--- src/rtl/fft_pkg.sv ---
// fft_pkg: constants and width helper shared by the FFT pipeline stages.
package fft_pkg;
  localparam int FFT_POINTS = 8;
  localparam int FFT_LOG2 = 3;
  function automatic int width(input int n);
    return 2 ** n;
  endfunction
endpackage

--- src/rtl/fft_input_loader_if.sv ---
// fft_input_loader_if: serial sample stream in, parallel frame out, plus framing error.
interface fft_input_loader_if
  import fft_pkg::*;
#(
  parameter int N = 4
);
  localparam int W = width(N);
  logic [W-1:0] in_data;
  logic in_valid;
  logic in_first;
  logic in_ready;
  logic [W-1:0] out_0, out_1, out_2, out_3, out_4, out_5, out_6, out_7;
  logic out_valid;
  logic out_ready;
  logic err;
  modport master (
    output in_data, in_valid, in_first, out_ready,
    input in_ready, out_0, out_1, out_2, out_3, out_4, out_5, out_6, out_7, out_valid, err
  );
  modport slave (
    input in_data, in_valid, in_first, out_ready,
    output in_ready, out_0, out_1, out_2, out_3, out_4, out_5, out_6, out_7, out_valid, err
  );
endinterface

--- src/rtl/fft_frame_bank.sv ---
// fft_frame_bank: one frame of registers, single indexed write, all words readable in parallel.
module fft_frame_bank
  import fft_pkg::*;
#(
  parameter int W = 16
) (
  input  logic                clk,
  input  logic                rst,
  input  logic                we,
  input  logic [FFT_LOG2-1:0] idx,
  input  logic [W-1:0]        wdata,
  output logic [W-1:0]        rdata [FFT_POINTS]
);
  logic [W-1:0] mem_q [FFT_POINTS];
  logic [W-1:0] mem_d [FFT_POINTS];
  always_comb begin
    mem_d = mem_q;
    if (we) mem_d[idx] = wdata;
  end
  always_ff @(posedge clk or posedge rst)
    if (rst) mem_q <= '{default: '0};
    else mem_q <= mem_d;
  assign rdata = mem_q;
endmodule

--- src/rtl/fft_input_loader.sv ---
// fft_input_loader: assembles 8-sample frames into a ping-pong buffer and presents them in parallel.
module fft_input_loader
  import fft_pkg::*;
#(
  parameter int N = 4
) (
  input logic clk,
  input logic rst,
  fft_input_loader_if.slave bus
);
  localparam int W = width(N);
  logic wr_bank_q, wr_bank_d, rd_bank_q, rd_bank_d, err_q, err_d;
  logic [FFT_LOG2-1:0] wr_idx_q, wr_idx_d, widx;
  logic [1:0] full_q, full_d;
  logic accept, restart, done, rel;
  logic [W-1:0] rd0 [FFT_POINTS];
  logic [W-1:0] rd1 [FFT_POINTS];
  logic [W-1:0] sel [FFT_POINTS];
  always_comb begin
    accept = bus.in_valid && !full_q[wr_bank_q];
    restart = accept && bus.in_first && wr_idx_q != '0;
    widx = restart ? '0 : wr_idx_q;
    done = accept && widx == '1;
    rel = full_q[rd_bank_q] && bus.out_ready;
    wr_idx_d = accept ? widx + 1'b1 : wr_idx_q;
    wr_bank_d = wr_bank_q ^ done;
    rd_bank_d = rd_bank_q ^ rel;
    err_d = err_q | restart;
    full_d = full_q;
    if (rel) full_d[rd_bank_q] = 1'b0;
    if (done) full_d[wr_bank_q] = 1'b1;
  end
  always_ff @(posedge clk or posedge rst)
    if (rst) begin
      wr_bank_q <= 1'b0;
      rd_bank_q <= 1'b0;
      wr_idx_q <= '0;
      full_q <= '0;
      err_q <= 1'b0;
    end else begin
      wr_bank_q <= wr_bank_d;
      rd_bank_q <= rd_bank_d;
      wr_idx_q <= wr_idx_d;
      full_q <= full_d;
      err_q <= err_d;
    end
  fft_frame_bank #(.W(W)) u_bank0 (
    .clk(clk), .rst(rst), .we(accept && !wr_bank_q), .idx(widx), .wdata(bus.in_data), .rdata(rd0)
  );
  fft_frame_bank #(.W(W)) u_bank1 (
    .clk(clk), .rst(rst), .we(accept && wr_bank_q), .idx(widx), .wdata(bus.in_data), .rdata(rd1)
  );
  always_comb
    for (int k = 0; k < FFT_POINTS; k++) sel[k] = rd_bank_q ? rd1[k] : rd0[k];
  assign bus.in_ready = !full_q[wr_bank_q];
  assign bus.out_valid = full_q[rd_bank_q];
  assign bus.err = err_q;
  assign bus.out_0 = sel[0];
  assign bus.out_1 = sel[1];
  assign bus.out_2 = sel[2];
  assign bus.out_3 = sel[3];
  assign bus.out_4 = sel[4];
  assign bus.out_5 = sel[5];
  assign bus.out_6 = sel[6];
  assign bus.out_7 = sel[7];
endmodule

--- src/flat_wrapper.sv ---
// flat-port wrapper written by rule: the top's interface ports become plain ports
module fft_input_loader_flat import fft_pkg::*;
#(
  parameter int N = 4
)
  (clk, rst, bus_in_data, bus_in_valid, bus_in_first, bus_out_ready, bus_in_ready, bus_out_0, bus_out_1, bus_out_2, bus_out_3, bus_out_4, bus_out_5, bus_out_6, bus_out_7, bus_out_valid, bus_err);
  fft_input_loader_if #(.N(N)) bus_i ();
  input logic clk;
  input logic rst;
  input wire logic [$bits(bus_i.in_data)-1:0] bus_in_data;
  input wire logic [$bits(bus_i.in_valid)-1:0] bus_in_valid;
  input wire logic [$bits(bus_i.in_first)-1:0] bus_in_first;
  input wire logic [$bits(bus_i.out_ready)-1:0] bus_out_ready;
  output wire logic [$bits(bus_i.in_ready)-1:0] bus_in_ready;
  output wire logic [$bits(bus_i.out_0)-1:0] bus_out_0;
  output wire logic [$bits(bus_i.out_1)-1:0] bus_out_1;
  output wire logic [$bits(bus_i.out_2)-1:0] bus_out_2;
  output wire logic [$bits(bus_i.out_3)-1:0] bus_out_3;
  output wire logic [$bits(bus_i.out_4)-1:0] bus_out_4;
  output wire logic [$bits(bus_i.out_5)-1:0] bus_out_5;
  output wire logic [$bits(bus_i.out_6)-1:0] bus_out_6;
  output wire logic [$bits(bus_i.out_7)-1:0] bus_out_7;
  output wire logic [$bits(bus_i.out_valid)-1:0] bus_out_valid;
  output wire logic [$bits(bus_i.err)-1:0] bus_err;
  assign bus_i.in_data = bus_in_data;
  assign bus_i.in_valid = bus_in_valid;
  assign bus_i.in_first = bus_in_first;
  assign bus_i.out_ready = bus_out_ready;
  assign bus_in_ready = bus_i.in_ready;
  assign bus_out_0 = bus_i.out_0;
  assign bus_out_1 = bus_i.out_1;
  assign bus_out_2 = bus_i.out_2;
  assign bus_out_3 = bus_i.out_3;
  assign bus_out_4 = bus_i.out_4;
  assign bus_out_5 = bus_i.out_5;
  assign bus_out_6 = bus_i.out_6;
  assign bus_out_7 = bus_i.out_7;
  assign bus_out_valid = bus_i.out_valid;
  assign bus_err = bus_i.err;
  fft_input_loader #(.N(N)) u_core (.clk(clk), .rst(rst), .bus(bus_i));
endmodule
--- config.mk ---
export PLATFORM = sky130hd
export DESIGN_NAME = fft_input_loader_flat
export DESIGN_NICKNAME = d
export VERILOG_FILES = /design/src/rtl/fft_pkg.sv /design/src/rtl/fft_input_loader_if.sv /design/src/rtl/fft_frame_bank.sv /design/src/rtl/fft_input_loader.sv /design/src/flat_wrapper.sv
export SDC_FILE = /design/constraint.sdc
export NUM_CORES = 1
export LEC_CHECK = 0
export BUFFER_PORTS_ARGS = -buffer_cell sky130_fd_sc_hd__buf_2
export CAP_MARGIN = 10
export CORE_UTILIZATION = 58
export CTS_CLUSTER_SIZE = 28
export DETAILED_ROUTE_END_ITERATION = 16
export PLACE_DENSITY = 0.8
export SKIP_CTS_REPAIR_TIMING = 1
export SLEW_MARGIN = 40
export SYNTH_ARGS = -nofsm -noshare
export SYNTH_HDL_FRONTEND = slang
export SYNTH_SLANG_ARGS = --single-unit
--- constraint.sdc ---
create_clock -name clk -period 11.7 [get_ports clk]
set_input_delay 1.755 -clock clk [delete_from_list [all_inputs] [get_ports clk]]
set_output_delay 1.755 -clock clk [all_outputs]
set_load 0.05 [all_outputs]
# Word-level counts from Yosys, hierarchy flattened
# Index checks and enable logic that the tools add are counted.
[op_classes]
n_addsub = 1
magnitude_cmp = 6
eq_ne = 1
muxes = 23
n_bitwise = 7
n_reduce_logical = 13
[ops]
columns = ["operator", "n"]
rows = [
  ["bitwise mux 128 bit", 2],
  ["2-to-1 mux 16 bit", 9],
  ["demux 16 bit (select 3 bit)", 1],
  ["logical AND 1 bit", 10],
  ["2-to-1 mux 1 bit", 6],
  [">= comparator 4 bit (second input constant)", 1],
  ["less-than comparator 1 x 2 -> 1 bit (second input constant)", 2],
  ["less-than comparator 4 x 1 -> 1 bit (second input constant)", 1],
  ["2-to-1 mux 2 bit", 2],
  ["NOT 3 -> 4 bit", 1],
  ["adder 3 x 1 -> 3 bit (second input constant)", 1],
  ["== test 3 bit (second input constant)", 1],
  ["2-to-1 mux 3 bit", 1],
  ["nonzero test 3 bit", 1],
  ["AND 2 bit", 1],
  ["demux 1 bit (select 1 bit)", 2],
  [">= comparator 1 bit (second input constant)", 2],
  ["logical NOT 1 bit", 2],
  ["NOT 2 bit", 1],
  ["OR 2 bit", 1],
  ["bitwise XOR 1 bit", 2],
  ["OR 1 bit", 1],
]
[word_totals]
register_bits = 264
out_inout_bits = 131
word_cells = 72

# Depth between registers and ports, before layout
[logic_depth]
ltp_word = 13
ltp_mapped = 9

# Modules after synthesis
# From an unflattened synthesis, not the netlist that was laid out.
[unflattened]
hier_cells = 740
hier_area_um2 = 11796.3
[modules_own_cells]
columns = ["module", "n_inst", "cells_per_inst", "area_each_um2", "seq_area_each_um2"]
rows = [
  ["fft_frame_bank", 2, 280, 4918.5, 3203.1],
  ["fft_input_loader", 1, 180, 1959.4, 200.2],
]

# Worst setup path after synthesis
# Ideal clock, no wire load.
[synth_path]
path_type = "input to register"
from = "input port bus_in_first"
to = "register u_core.u_bank0.mem_q (netlist bit u_core.u_bank0.rdata[16])"
setup_ps = 125
arrival_time_ps = 3276
required_ps = 11575
setup_slack_ps = 8299
stages = 5
cell_sequence = "clkbuf_1 or4b_4 nor3_4 buf_12 mux2_4"
[synth_between]
elab_chain_cells = 9
word_cells_on_any_way = 10
cone_classes = "order compare (2); mux (4); bitwise (1); reduce/logical (3)"
[synth_rtl]
columns = ["item", "line_no", "text"]
rows = [
  ["start, declared", "flat_wrapper.sv:12", "input wire logic [$bits(bus_i.in_first)-1:0] bus_in_first;"],
  ["logical AND 1 bit (*) (2 in series)", "fft_input_loader.sv:21", "restart = accept && bus.in_first && wr_idx_q != '0;"],
  ["2-to-1 mux 3 bit (*)", "fft_input_loader.sv:22", "widx = restart ? '0 : wr_idx_q;"],
  ["NOT 3 -> 4 bit (not written as such) (*)", "fft_frame_bank.sv:18", "if (we) mem_d[idx] = wdata;"],
  [">= comparator 4 bit (not written as such) / less-than comparator 4 x 1 -> 1 bit (equally long branches)", "fft_frame_bank.sv:18", ""],
  ["logical AND 1 bit (not written as such)", "fft_frame_bank.sv:18", ""],
  ["2-to-1 mux 16 bit (not written as such)", "fft_frame_bank.sv:18", ""],
  ["demux 16 bit (select 3 bit) (*)", "fft_frame_bank.sv:18", ""],
  ["bitwise mux 128 bit (*)", "fft_frame_bank.sv:18", ""],
  ["end signal, assigned", "fft_frame_bank.sv:22", "else mem_q <= mem_d;"],
  ["end, declared", "fft_frame_bank.sv:14", "logic [W-1:0] mem_q [FFT_POINTS];"],
]
# Mark *: on every way between the ends. The rest lies on a longest branch, timed or not.
# A chain may end at the register's enable or synchronous reset.

# Worst setup path after layout
[layout_path]
from = "register u_core.rd_bank_q"
to = "output port bus_out_4[7]"
[layout_between]
elab_chain_cells = 1
[layout_rtl]
columns = ["item", "line_no", "text"]
rows = [
  ["start, declared", "fft_input_loader.sv:12", "logic wr_bank_q, wr_bank_d, rd_bank_q, rd_bank_d, err_q, err_d;"],
  ["start signal, assigned", "fft_input_loader.sv:42", "rd_bank_q <= rd_bank_d;"],
  ["2-to-1 mux 16 bit", "fft_input_loader.sv:54", "for (int k = 0; k < FFT_POINTS; k++) sel[k] = rd_bank_q ? rd1[k] : rd0[k];"],
  ["end, declared", "flat_wrapper.sv:19", "output wire logic [$bits(bus_i.out_4)-1:0] bus_out_4;"],
]
# No other way between the ends.

==> results.md <==
* Status: finished clean
* DR pass1 iterations at 7
* IO Port Bufs at 151
* 1st-iter DRT viols at 252
* P&R area growth vs syn at 15.4%
* Full die area at 20,600 sq um
* Clock skew at 5.50 ps
* Die Wd at 144 um
* Max-cap viol count at 0
* Post-Place Cell Area at 12,600 sq um
* GRT Total Usage at 25.3%
* Num rows at 51
* Hpwl dp at 16.4 mm
* Yosys reg bits at 264
* CTS Buffer Depth at 3
* Clk_lat worst skew at 520 ps
* Leading post-synthesis cells by cell area: dfrtp_1 (57%), mux2_2 (37%), mux2_4 (1.3%)
* FFs w/ async S/R, synth at 100%
* Post-synth EDFFs at 0
* Vias at 6,738
* Clock sink count at 264
* Worst Tran Pin Value at 818 ps
* Antenna violations before repair at 2
* Initial Utilization at 59.4%
* YS warnings at 0
* Area share of the largest cell type after synthesis at 56.7%
* H-Tree Level Count at 1
* Vias in the first global route at 7,312
* Worst EP required at 9950 ps
* Period minus WS final at 4570 ps
* Final setup fails at 0
* Count of pins over their slew limit at 0
* Final WL at 25.1 mm
* Root Buffer: clkbuf_16
* CP top delay family: flip-flops
* Max FO, Critical Path at 83
* Syn Inst Count at 762
* List of most frequent post-synthesis cells: mux2_2 (378), dfrtp_1 (264), clkbuf_1 (30)
* First-pass GRT wire length at 40.0 mm
* Clock transition at path regs at 60 ps
* Max Freq at 219 MHz
* Setup crit start kind: register
* Die Height at 144 um
* Core footprint at 19,600 sq um
* Hold crit path type: register to register
* Sequential fraction of the synthesis area at 56.7%
* Worst path cell trace: buf_6 -> mux2_2 -> buf_2
* Unique cell type count in the Yosys netlist at 34
* Setup TNS at 0 ps
* RSZ-0062 raised after global routing: no
* Cell taking the most area after synthesis: dfrtp_1
* ANT nets after route at 0
* Critical path type: register to primary output
* RePlAce Congestion at 0.764
* Fin area at 13,400 sq um
* Grt total ovfl at 0
* Syn avg cell area at 15.3 sq um
* Fill count at 1,361
* IO Count at 152
* Critical Path Max Stage Delay at 870 ps
* DRC errors left at 0
* Drt wl/cell at 21.4 um
* Slowest CP cell: dfrtp_4
* Synth Cell Area at 11,600 sq um
* Syn Nets at 785
* Share of layout cells above drive strength 1 at 66.6%
* Diodes inserted at 0
* Critical path buffers and inverters at 2
* Crit. End Element: primary output
* Vias/cell at 5.72
* Worst Path Arrival at 2810 ps
* Normalized max-slew margin at 45.4%
* Final hold vios at 0
* CTS tree: yes
* Fin crit share at 39.0%
* Fin nets at 916
* Num CTS Buffers at 27
* Main synth FF type: dfrtp_1
* Largest net degree at the start of global routing at 115
* Most common cell in the netlist: mux2_2
==> path summary, 6_finish.rpt <==
| check | from | to | slack (ps) | cells after the start |
|---|---|---|---|---|
| setup / recovery | u_core.rd_bank_q$_DFF_PP0_ | bus_out_4[7] | 7130 | 3 |
| hold / removal | u_core.u_bank0.rdata[47]$_DFFE_PP0P_ | u_core.u_bank0.rdata[47]$_DFFE_PP0P_ | 500 | 1 |
| setup reg to reg | u_core.wr_bank_q$_DFF_PP0_ | u_core.u_bank0.rdata[18]$_DFFE_PP0P_ | 9260 | 4 |
| hold reg to reg | u_core.u_bank0.rdata[47]$_DFFE_PP0P_ | u_core.u_bank0.rdata[47]$_DFFE_PP0P_ | 500 | 1 |
| max in group asynchronous | rst | u_core.rd_bank_q$_DFF_PP0_ | 9160 | 3 |
| min in group asynchronous | rst | u_core.u_bank1.rdata[83]$_DFFE_PP0P_ | 1270 | 2 |
==> state kept, by name, indices dropped and copies added (netlist names) <==
name                  flops
u_core.u_bank0.rdata    128
u_core.u_bank1.rdata    128
u_core.wr_idx_q           3
u_core.full_q             2
u_core.bus.err            1
u_core.rd_bank_q          1
u_core.wr_bank_q          1
==> kinds of logic after synthesis <==
family	synth area share, %
AO/OA/AOI/OAI	0.441
adder cells (fa/ha/maj)	0.215
buffers and inverters	2.40
flip-flops	56.7
multiplexers	37.9
AND/OR/NAND/NOR	2.27
==> final cells by class <==
class                   count  area [sq um]  share of cell area (%)
inverters                   4          27.5                   0.205
flip-flops and latches    264          6610                    49.2
clock buffers              39           801                    5.96
multi-input cells         438          4800                    35.7
well taps                 265           332                    2.47
repair buffers            158           823                    6.12
clock inverters             9          47.5                   0.354
==> placed cells by master (no fill, tap or decap), types with 2 or more instances in the layout <==
master     count
nand2_1        7
clkbuf_8       8
clkbuf_16     27
nor3b_1        2
o22a_1         2
mux2_4        10
mux2_2       378
nor2_1         7
nor2_4         3
a21oi_1        2
dfrtp_1      263
clkinv_2       8
buf_4          3
nand3_2        2
and4b_2        2
nand2_2        2
inv_1          3
nor2b_1        3
buf_6          4
clkbuf_1       4
ha_1           2
buf_2        151
nand3_1        2
==> per-stage QoR <==
stage               setup WS, ps  instances  util, %  hold slack (ps)
floorplan                   2680        762        -              454
finish                      7130       1177     68.6              495
global placement            7460       1128     64.0              467
global route                7010       1177     68.6              518
detailed placement          7690       1129     64.2              486
CTS                         7120       1177     68.6              501
==> routing by layer <==
layer  vias up  share of wire (%)  global-route usage [%]  wire, um
li1       2977                  -                       -         -
met1      3546                 43                    33.0     10900
met2       165                 50                    44.1     12700
met3        46                4.0                    3.87      1000
met4         4                2.0                    6.72       514
met5         -               0.10                       0        26
Power is left out: the tool's default activity adds up to more than one toggle a clock period on the data nets, which glitch-free logic cannot reach.
